**config.mk**
```make
export PLATFORM = sky130hd
export DESIGN_NAME = fetch_unit_flat
export DESIGN_NICKNAME = d
export VERILOG_FILES = /design/src/rtl/fetch_pkg.sv /design/src/rtl/fetch_if.sv /design/src/rtl/fetch_fifo.sv /design/src/rtl/fetch_unit.sv /design/src/flat_wrapper.sv
export SDC_FILE = /design/constraint.sdc
export NUM_CORES = 1
export LEC_CHECK = 0
export CELL_PAD_IN_SITES_DETAIL_PLACEMENT = 1
export CELL_PAD_IN_SITES_GLOBAL_PLACEMENT = 2
export CORE_ASPECT_RATIO = 1.2
export CORE_UTILIZATION = 34
export CTS_BUF_LIST = sky130_fd_sc_hd__clkbuf_4 sky130_fd_sc_hd__clkbuf_8
export DETAILED_ROUTE_END_ITERATION = 10
export PLACE_DENSITY = 0.85
export SYNTH_ARGS = -nofsm -noshare
export SYNTH_HDL_FRONTEND = slang
export SYNTH_HIERARCHICAL = 1
export SYNTH_SLANG_ARGS = --single-unit
```
**constraint.sdc**
```tcl
create_clock -name clk -period 3.89 [get_ports clk]
set_input_delay 0.778 -clock clk [delete_from_list [all_inputs] [get_ports clk]]
set_output_delay 0.778 -clock clk [all_outputs]
set_load 0.005 [all_outputs]
```
**src/rtl/fetch_pkg.sv**
```systemverilog
// Shared types and defaults for the instruction fetch stage.
// Holds the address/word widths, buffer depth, buffer entry layout and FSM states.
package fetch_pkg;

  localparam int PC_W    = 7;
  localparam int INSTR_W = 32;
  localparam int DEPTH   = 2;

  typedef struct packed {
    logic [PC_W-1:0]    pc;
    logic [INSTR_W-1:0] instr;
  } fetch_entry_t;

  typedef enum logic {
    IDLE = 1'b0,
    RUN  = 1'b1
  } fetch_state_t;

endpackage

```
**src/rtl/fetch_if.sv**
```systemverilog
// Fetch-to-decode handshake: the fetch stage presents the buffer head, decode accepts it.
interface fetch_if
  import fetch_pkg::*;
#(
  parameter int PC_W = fetch_pkg::PC_W
) ();

  logic               id_valid;
  logic               id_ready;
  logic [INSTR_W-1:0] id_instr;
  logic [PC_W-1:0]    id_pc;

  modport master (output id_valid, id_instr, id_pc, input id_ready);
  modport slave  (input id_valid, id_instr, id_pc, output id_ready);

endinterface

```
**src/rtl/fetch_fifo.sv**
```systemverilog
// Circular fetch buffer: DEPTH entries, flush clears it, head reads as zero when empty.
module fetch_fifo
  import fetch_pkg::*;
#(
  parameter int DEPTH = fetch_pkg::DEPTH,
  parameter int W     = fetch_pkg::PC_W + INSTR_W
) (
  input  logic                       clk,
  input  logic                       rst,
  input  logic                       flush,
  input  logic                       push,
  input  logic                       pop,
  input  logic [W-1:0]               din,
  output logic [W-1:0]               dout,
  output logic [$clog2(DEPTH+1)-1:0] count
);

  localparam int PTR_W = $clog2(DEPTH);
  localparam int CNT_W = $clog2(DEPTH+1);
  localparam logic [CNT_W-1:0] FULL_CNT = CNT_W'(DEPTH);

  if (DEPTH < 2 || DEPTH > 4 || (DEPTH & (DEPTH - 1)) != 0) begin : g_bad_depth
    $error("fetch_fifo: DEPTH must be 2 or 4");
  end

  logic [W-1:0]     mem [DEPTH];
  logic [PTR_W-1:0] head, tail;
  logic             empty, full, do_push, do_pop;

  assign empty   = (count == '0);
  assign full    = (count == FULL_CNT);
  assign do_pop  = pop && !empty;
  // A pop frees the slot the push writes, so full+pop still accepts a push.
  assign do_push = push && (!full || do_pop);

  always_ff @(posedge clk) begin
    if (rst || flush) begin
      head  <= '0;
      tail  <= '0;
      count <= '0;
    end else begin
      if (do_push) tail <= tail + PTR_W'(1);
      if (do_pop)  head <= head + PTR_W'(1);
      if (do_push && !do_pop)      count <= count + CNT_W'(1);
      else if (do_pop && !do_push) count <= count - CNT_W'(1);
    end
  end

  always_ff @(posedge clk) begin
    if (do_push && !rst && !flush) mem[tail] <= din;
  end

  assign dout = empty ? '0 : mem[head];

endmodule

```
**src/rtl/fetch_unit.sv**
```systemverilog
// Instruction fetch stage: PC register, IDLE/RUN fetch FSM, push counter and fetch buffer.
// Redirects flush the buffer and reload the PC ahead of any push or pop that cycle.
module fetch_unit
  import fetch_pkg::*;
#(
  parameter int              PC_W     = fetch_pkg::PC_W,
  parameter logic [PC_W-1:0] RESET_PC = '0,
  parameter int              DEPTH    = fetch_pkg::DEPTH
) (
  input  logic               clk,
  input  logic               rst,
  input  logic               fetch_en,
  output logic [PC_W-1:0]    imem_addr,
  input  logic [INSTR_W-1:0] imem_instr,
  input  logic               redirect_valid,
  input  logic [PC_W-1:0]    redirect_addr,
  fetch_if.master            id,
  output logic [15:0]        fetch_cnt
);

  localparam int CNT_W = $clog2(DEPTH+1);
  localparam logic [CNT_W-1:0] FULL_CNT = CNT_W'(DEPTH);

  fetch_state_t                state, state_nx;
  logic [PC_W-1:0]             pc;
  logic                        push, pop;
  logic [CNT_W-1:0]            count;
  logic [PC_W+INSTR_W-1:0]     head_q;

  always_ff @(posedge clk) begin
    if (rst) state <= IDLE;
    else     state <= state_nx;
  end

  always_comb begin
    state_nx = state;
    push     = 1'b0;
    case (state)
      IDLE: if (fetch_en) state_nx = RUN;
      RUN: begin
        push = !redirect_valid && ((count != FULL_CNT) || pop);
        if (!fetch_en) state_nx = IDLE;
      end
      default: state_nx = IDLE;
    endcase
  end

  assign pop = id.id_valid && id.id_ready;

  always_ff @(posedge clk) begin
    if (rst)                 pc <= RESET_PC;
    else if (redirect_valid) pc <= redirect_addr;
    else if (push)           pc <= pc + PC_W'(1);
  end

  always_ff @(posedge clk) begin
    if (rst)                               fetch_cnt <= '0;
    else if (push && fetch_cnt != 16'hFFFF) fetch_cnt <= fetch_cnt + 16'd1;
  end

  fetch_fifo #(
    .DEPTH (DEPTH),
    .W     (PC_W + INSTR_W)
  ) u_fifo (
    .clk   (clk),
    .rst   (rst),
    .flush (redirect_valid),
    .push  (push),
    .pop   (pop),
    .din   ({pc, imem_instr}),
    .dout  (head_q),
    .count (count)
  );

  assign imem_addr              = pc;
  assign id.id_valid            = (count != '0);
  assign {id.id_pc, id.id_instr} = head_q;

endmodule

```
**src/flat_wrapper.sv**
```systemverilog
// flat-port wrapper written by rule: the top's interface ports become plain ports
module fetch_unit_flat import fetch_pkg::*;
#(
  parameter int              PC_W     = fetch_pkg::PC_W,
  parameter logic [PC_W-1:0] RESET_PC = '0,
  parameter int              DEPTH    = fetch_pkg::DEPTH
)
  (clk, rst, fetch_en, imem_addr, imem_instr, redirect_valid, redirect_addr, fetch_cnt, id_id_valid, id_id_instr, id_id_pc, id_id_ready);
  fetch_if #(.PC_W(PC_W)) id_i ();
  input  logic clk;
  input  logic rst;
  input  logic fetch_en;
  output logic [PC_W-1:0] imem_addr;
  input  logic [INSTR_W-1:0] imem_instr;
  input  logic redirect_valid;
  input  logic [PC_W-1:0] redirect_addr;
  output logic [15:0] fetch_cnt;
  output wire logic [$bits(id_i.id_valid)-1:0] id_id_valid;
  output wire logic [$bits(id_i.id_instr)-1:0] id_id_instr;
  output wire logic [$bits(id_i.id_pc)-1:0] id_id_pc;
  input wire logic [$bits(id_i.id_ready)-1:0] id_id_ready;
  assign id_id_valid = id_i.id_valid;
  assign id_id_instr = id_i.id_instr;
  assign id_id_pc = id_i.id_pc;
  assign id_i.id_ready = id_id_ready;
  fetch_unit #(.PC_W(PC_W), .RESET_PC(RESET_PC), .DEPTH(DEPTH)) u_core (.clk(clk), .rst(rst), .fetch_en(fetch_en), .imem_addr(imem_addr), .imem_instr(imem_instr), .redirect_valid(redirect_valid), .redirect_addr(redirect_addr), .id(id_i), .fetch_cnt(fetch_cnt));
endmodule
```
==> results of run 1 <==
-- layer usage --
layer / share of wire, % / vias up / GRT usage, % / wire length [um]
met5: 0 / - / 0 / 0
met1: 45 / 1482 / 19.0 / 4570
met3: 6.1 / 7 / 4.23 / 610
met4: 0.86 / 0 / 4.27 / 87
met2: 48 / 88 / 26.1 / 4810
li1: - / 1485 / - / -
-- Yosys cell counts (3+ instances only) --
library cell	count
buf_2	3
a211oi_1	6
dfxtp_1	29
xor2_1	7
and3_1	3
nand3_1	8
edfxtp_1	78
nor2_1	52
nand4_1	7
ha_1	3
and2_1	4
clkbuf_1	5
nand2_1	5
o31ai_1	8
o21ai_0	8
a21oi_1	14
nor3_1	6
or3_1	4
inv_1	6
buf_4	5
mux2i_1	39
or4_1	8
-- layout make-up --
| class | count | area, um2 | area share (%) |
|---|---|---|---|
| clock buffers | 11 | 139 | 2.37 |
| clock inverters | 5 | 38.8 | 0.662 |
| inverters | 6 | 22.5 | 0.384 |
| multi-input cells | 210 | 1430 | 24.5 |
| flip-flops and latches | 107 | 2920 | 49.9 |
| well taps | 164 | 205 | 3.50 |
| repair buffers | 111 | 1100 | 18.7 |
-- worst max-delay path, delay by kind of cell (launching register included) --
kind / cells / cell delay, ps
buf+inv: 2 / 990
flops: 1 / 610
mux: 1 / 150
simple gates: 1 / 130
-- registers in the layout (all words and copies together), names as in the netlist, named ones only --
signal and flops:
u_core/state 1, u_core/imem_addr 7, u_core/u_fifo/tail 1, u_core/u_fifo/count 2
u_core/u_fifo/head 1, u_core/u_fifo/mem 78, u_core/fetch_cnt 16
-- worst paths after layout --
check	slack, ps	startpoint	endpoint
hold / removal	520	u_core/fetch_cnt[15]	u_core/fetch_cnt[15]
hold reg to reg	520	u_core/fetch_cnt[15]	u_core/fetch_cnt[15]
setup / recovery	850	flop	id_id_instr[7]
setup reg to reg	1370	u_core/u_fifo/count[0]	u_core/u_fifo/mem[0][31]
-- cells by family (layout without fill, tap and decap cells) --
logic type,after synthesis,after routing,synth area share [%]
buf+inv,21,133,2.60
mux,41,41,9.24
fa+ha+maj,3,3,0.840
simple gates,113,113,13.7
xor+xnor,8,8,1.57
flops,107,107,65.4
compound gates,45,45,6.61
-- where the power goes --
group          total [uW]  internal, uW  switching, uW
Sequential           1250          1230           12.8
Clock                 622           253            369
Combinational         136          81.2           54.9
-- metrics by stage --
stage               utilization [%]  setup slack, ps  instance area, um2  hold slack, ps  total power [uW]
floorplan                         -              910                4470             475              1310
CTS                            46.1              793                5860             528              2030
finish                         46.1              848                5860             516              2000
detailed placement             44.7              521                5680             506              1410
global placement               44.7              643                5680             483              1410
global route                   46.1              666                5860             536              2090
==> metrics.log, run 1 <==
[metrics] CP Max Fanout: 26
[metrics] type of element capturing the critical path: output port
[metrics] layout cell share with drive strength beyond 1: 8.00%
[metrics] HPWL after detailed placement: 7.11 mm
[metrics] type of the setup path with the least slack: reg2out
[metrics] net count after synthesis: 385
[metrics] Detail Route Antenna Nets: 0
[metrics] cell at the root of the clock tree: clkbuf_8
[metrics] Tmin final: 3040 ps
[metrics] per-instance average area after synthesis: 13.2 um2
[metrics] standard cell with the maximum stage delay on the critical path: dfxtp_2
[metrics] TritonCTS Buffers: 9
[metrics] most frequent cells in the layout: clkdlybuf4s50_1, edfxtp_1, nor2_1
[metrics] cell total after placement: 598
[metrics] worst-case clock buffer depth: 2
[metrics] number of pins exceeding their max-slew limit in the final report: 0
[metrics] Setup Skew: 9.33 ps
[metrics] maximum frequency from static timing analysis: 329 MHz
[metrics] leading post-synthesis cells by cell area: edfxtp_1, dfxtp_1, mux2i_1
[metrics] arrival time worst endpoint: 2260 ps
[metrics] diodes inserted: 0
[metrics] insertion delay of the later-clocked pin in the worst-skew pair: 360 ps
[metrics] number of remaining DRC errors: 0
[metrics] iteration count of the initial detailed-routing pass: 5
[metrics] cells on worst reg2reg path: 5
[metrics] ys async rst share: 0%
[metrics] detailed-route via count: 3062
[metrics] CTS tree: yes
[metrics] outcome: finished clean
[metrics] instance count of the mapped netlist: 338
[metrics] net total in the final layout: 492
[metrics] critical path launch point type: flop
[metrics] FILL cells: 1377
[metrics] slew of the pin with the lowest slew margin: 978 ps
[metrics] max-capacitance violation count: 0
[metrics] Cell Chain, Critical Path: buf_4, mux2i_1, nor2_1, clkdlybuf4s50_1
[metrics] area share of the leading cell type in the synthesized netlist: 52.4%
[metrics] min-delay worst type: reg2reg
[metrics] Site Rows: 45
[metrics] cell area after synthesis: 4470 um2
[metrics] number of antenna violations at the first check in global routing: 0
[metrics] number of buffers added for setup after CTS: 0
[metrics] initial cell density of the core: 35.1%
[metrics] number of cells traversed by the worst hold path: 2
[metrics] overall die area: 13600 um2
[metrics] routed wirelength normalized by instance count: 16.4 um
[metrics] number of global-route vias before repair: 3226
[metrics] EDFF count, synth: 78
[metrics] peak supply drop: 0.164 mV
[metrics] Port-buffer cells: 106
[metrics] top flip-flop cell by instance count after synthesis: edfxtp_1
[metrics] Seq cells post-synth: 107
[metrics] required time at the worst-slack endpoint: 3110 ps
[metrics] Slew HR: 34.3%
[metrics] commonest non-fill, non-tap cell in the layout: clkdlybuf4s50_1
[metrics] GRT overflow: 0
[metrics] signed area change from the synthesized netlist to the final layout: 31.2%
[metrics] areal power density over the cells: 342 nW/um2
[metrics] number of standard cells in the final layout excluding fillers: 614
[metrics] routed via count divided by cell count: 4.99
[metrics] Final Hold Violating Endpoints: 0
[metrics] core outline area: 12700 um2
[metrics] Top Ports: 107
[metrics] count of endpoints failing setup in the final report: 0
[metrics] overall track demand over capacity in global routing: 15.3%
[metrics] routability-driven placement congestion ratio: 0.773
[metrics] number of buffers inserted by hold repair at cts: 0
[metrics] Yosys Warn Count: 6
[metrics] Tcrit/Tclk final: 78.2%
[metrics] clk slew on worst S/H paths: 100 ps
[metrics] biggest cell delay along the critical path: 610 ps
[metrics] count of clock tree sinks: 107
[metrics] H-tree Lvls: 3
[metrics] most area-hungry cell type in the Yosys netlist: edfxtp_1
[metrics] Iteration-0 DRC Markers: 141
[metrics] routed wire length: 10.1 mm
[metrics] setup tns final: 0 ps
[metrics] Die Y-Extent: 128 um
[metrics] quantity of gates resized following cts: 0
[metrics] pin count of the biggest net entering global routing: 40
[metrics] sequential element share of the synthesized area: 65.4%
[metrics] number of different library cells in the post-synthesis netlist: 48
[metrics] wire length of the first global-routing pass: 16.2 mm
[metrics] Chip Width: 107 um
[metrics] setup repair after global routing missed its margin: false
[metrics] Pleak: 0.00182 uW
No activity file was read; power rests on OpenSTA's default activity.
==> run 2: changes to the inputs <==
Settings changed: CORE_UTILIZATION 34 to 31, PLACE_DENSITY 0.85 to 0.81.
Clock period 3.89 ns to 2.6 ns, I/O delays scaled along.
==> metrics.log, run 2 (synthesized netlist as in run 1, its figures left out) <==
[metrics] min-delay worst type: reg2reg
[metrics] core outline area: 13900 um2
[metrics] critical path launch point type: flop
[metrics] overall die area: 14900 um2
[metrics] CP Max Fanout: 20
[metrics] Port-buffer cells: 106
[metrics] areal power density over the cells: 507 nW/um2
[metrics] standard cell with the maximum stage delay on the critical path: clkdlybuf4s50_1
[metrics] Hold Crit Endpoint: u_core/fetch_cnt[15]
[metrics] type of element capturing the critical path: output port
[metrics] wire length of the first global-routing pass: 16.4 mm
[metrics] Top Ports: 107
[metrics] Tmin final: 2380 ps
[metrics] maximum frequency from static timing analysis: 420 MHz
[metrics] initial cell density of the core: 32.1%
[metrics] most frequent cells in the layout: clkdlybuf4s50_1, edfxtp_1, nor2_1
[metrics] number of global-route vias before repair: 3198
[metrics] final core occ: 42.8%
[metrics] layout cell share with drive strength beyond 1: 9.01%
[metrics] GRT overflow: 0
[metrics] Setup Skew: 14.8 ps
[metrics] pin count of the biggest net entering global routing: 40
[metrics] Pleak: 0.00186 uW
[metrics] count of endpoints failing setup in the final report: 0
[metrics] Tcrit/Tclk final: 91.5%
[metrics] number of remaining DRC errors: 12
[metrics] insertion delay of the later-clocked pin in the worst-skew pair: 370 ps
[metrics] cell total after placement: 609
[metrics] overall track demand over capacity in global routing: 14.2%
[metrics] launching point of the worst reg2reg path: u_core/u_fifo/count[1]
[metrics] iteration count of the initial detailed-routing pass: 8
[metrics] TritonCTS Buffers: 9
[metrics] net total in the final layout: 497
[metrics] number of buffers added for setup after CTS: 0
[metrics] Chip Width: 112 um
[metrics] routed wirelength normalized by instance count: 16.5 um
[metrics] cell at the root of the clock tree: clkbuf_8
[metrics] outcome: finished with violations
[metrics] signed area change from the synthesized netlist to the final layout: 33.5%
[metrics] routed wire length: 10.3 mm
[metrics] clk slew on worst S/H paths: 110 ps
[metrics] Die Y-Extent: 134 um
[metrics] count of clock tree sinks: 107
[metrics] setup repair after global routing missed its margin: false
[metrics] H-tree Lvls: 3
[metrics] Top reg by flops: u_core/u_fifo/mem
[metrics] Largest register FFs: 78
[metrics] worst reg2reg endpoint: u_core/u_fifo/count[1]
[metrics] violations in the final reports: design-rule violations
[metrics] CTS tree: yes
[metrics] Hold WS: 517 ps
[metrics] type of the setup path with the least slack: reg2out
[metrics] worst-case clock buffer depth: 2
[metrics] Final Hold Violating Endpoints: 0
[metrics] number of pins exceeding their max-slew limit in the final report: 0
[metrics] number of standard cells in the final layout excluding fillers: 626
[metrics] required time at the worst-slack endpoint: 2080 ps
[metrics] max-capacitance violation count: 0
[metrics] internal reg-to-reg setup slack: 480 ps
[metrics] biggest cell delay along the critical path: 500 ps
[metrics] cells on worst reg2reg path: 7
[metrics] number of antenna violations at the first check in global routing: 0
[metrics] Site Rows: 47
[metrics] routability-driven placement congestion ratio: 0.811
[metrics] arrival time worst endpoint: 1860 ps
[metrics] routed via count divided by cell count: 5.02
[metrics] critical hold path startpoint: u_core/fetch_cnt[15]
[metrics] slew of the pin with the lowest slew margin: 582 ps
[metrics] number of cells traversed by the worst hold path: 2
[metrics] FILL cells: 1501
[metrics] Detail Route Antenna Nets: 0
[metrics] Slew HR: 60.9%
[metrics] Cell Chain, Critical Path: nor2_4, nor2_1, clkdlybuf4s50_1
[metrics] detailed-route via count: 3144
[metrics] diodes inserted: 0
[metrics] peak supply drop: 0.208 mV
[metrics] HPWL after detailed placement: 7.02 mm
[metrics] commonest non-fill, non-tap cell in the layout: clkdlybuf4s50_1
[metrics] Iteration-0 DRC Markers: 191
==> run 2: timing repair <==
action	CTS	global route
gates cloned	1	0
hold buffers	0	0
setup endpoints to repair	39	20
resized for setup	1	2
pin swaps	1	1
==> run 2: area by class of cell <==
class / instances / area [um2] / area share, %
Multi-Input combinational cell: 211 / 1450 / 24.3
Tap cell: 171 / 214 / 3.59
Clock inverter: 7 / 61.3 / 1.03
Inverter: 6 / 22.5 / 0.378
Timing Repair Buffer: 115 / 1170 / 19.6
Sequential cell: 107 / 2930 / 49.1
Clock buffer: 9 / 124 / 2.08
==> run 2: per-stage QoR <==
step / setup TNS (ps) / setup slack, ps / total power [uW] / instance area [um2]
final: 0 / 222 / 3020 / 5960
after global placement: 0 / 60.5 / 2110 / 5770
after global routing: 0 / 65.6 / 3150 / 5960
after CTS: 0 / 25.6 / 3070 / 5960
after detailed placement: -48.7 / -48.7 / 2120 / 5770
after floorplan: 0 / 261 / 1960 / 4470
==> run 2: layer usage <==
metal / track usage (%) / wire [um]
met5: 0 / 0
met4: 4.88 / 144
met3: 3.46 / 688
met2: 24.1 / 5000
met1: 17.7 / 4500
==> run 2: worst max path at each step <==
stage,endpoint,cells past startpoint,startpoint
after floorplan,u_core/u_fifo/count[1],9,id_id_ready
after global placement,u_core/u_fifo/count[1],8,id_id_ready
after detailed placement,u_core/u_fifo/count[1],8,id_id_ready
after CTS,id_id_pc[2],3,u_core/u_fifo/count[0]
after global routing,id_id_pc[2],3,u_core/u_fifo/count[1]
final,id_id_pc[5],3,u_core/u_fifo/count[1]
==> run 2: power breakdown <==
group / internal [uW] / switching [uW] / total [uW] / leakage (uW)
Sequential: 1850 / 20.5 / 1870 / 0.000942
Clock: 366 / 580 / 946 / 0.0000940
Combinational: 125 / 84.6 / 209 / 0.000822
==> run 2: worst max-delay path, delay by kind of cell (launching register included) <==
family / cells / cell delay (ps)
and+or+nand+nor: 2 / 600
buffers and inverters: 1 / 500
DFF: 1 / 400
==> run 3: changes to the inputs <==
Settings changed: GPL_ROUTABILITY_DRIVEN set to 0.
==> results of run 3 <==
The final DEF is identical to that of run 2; final timing and power are the same.
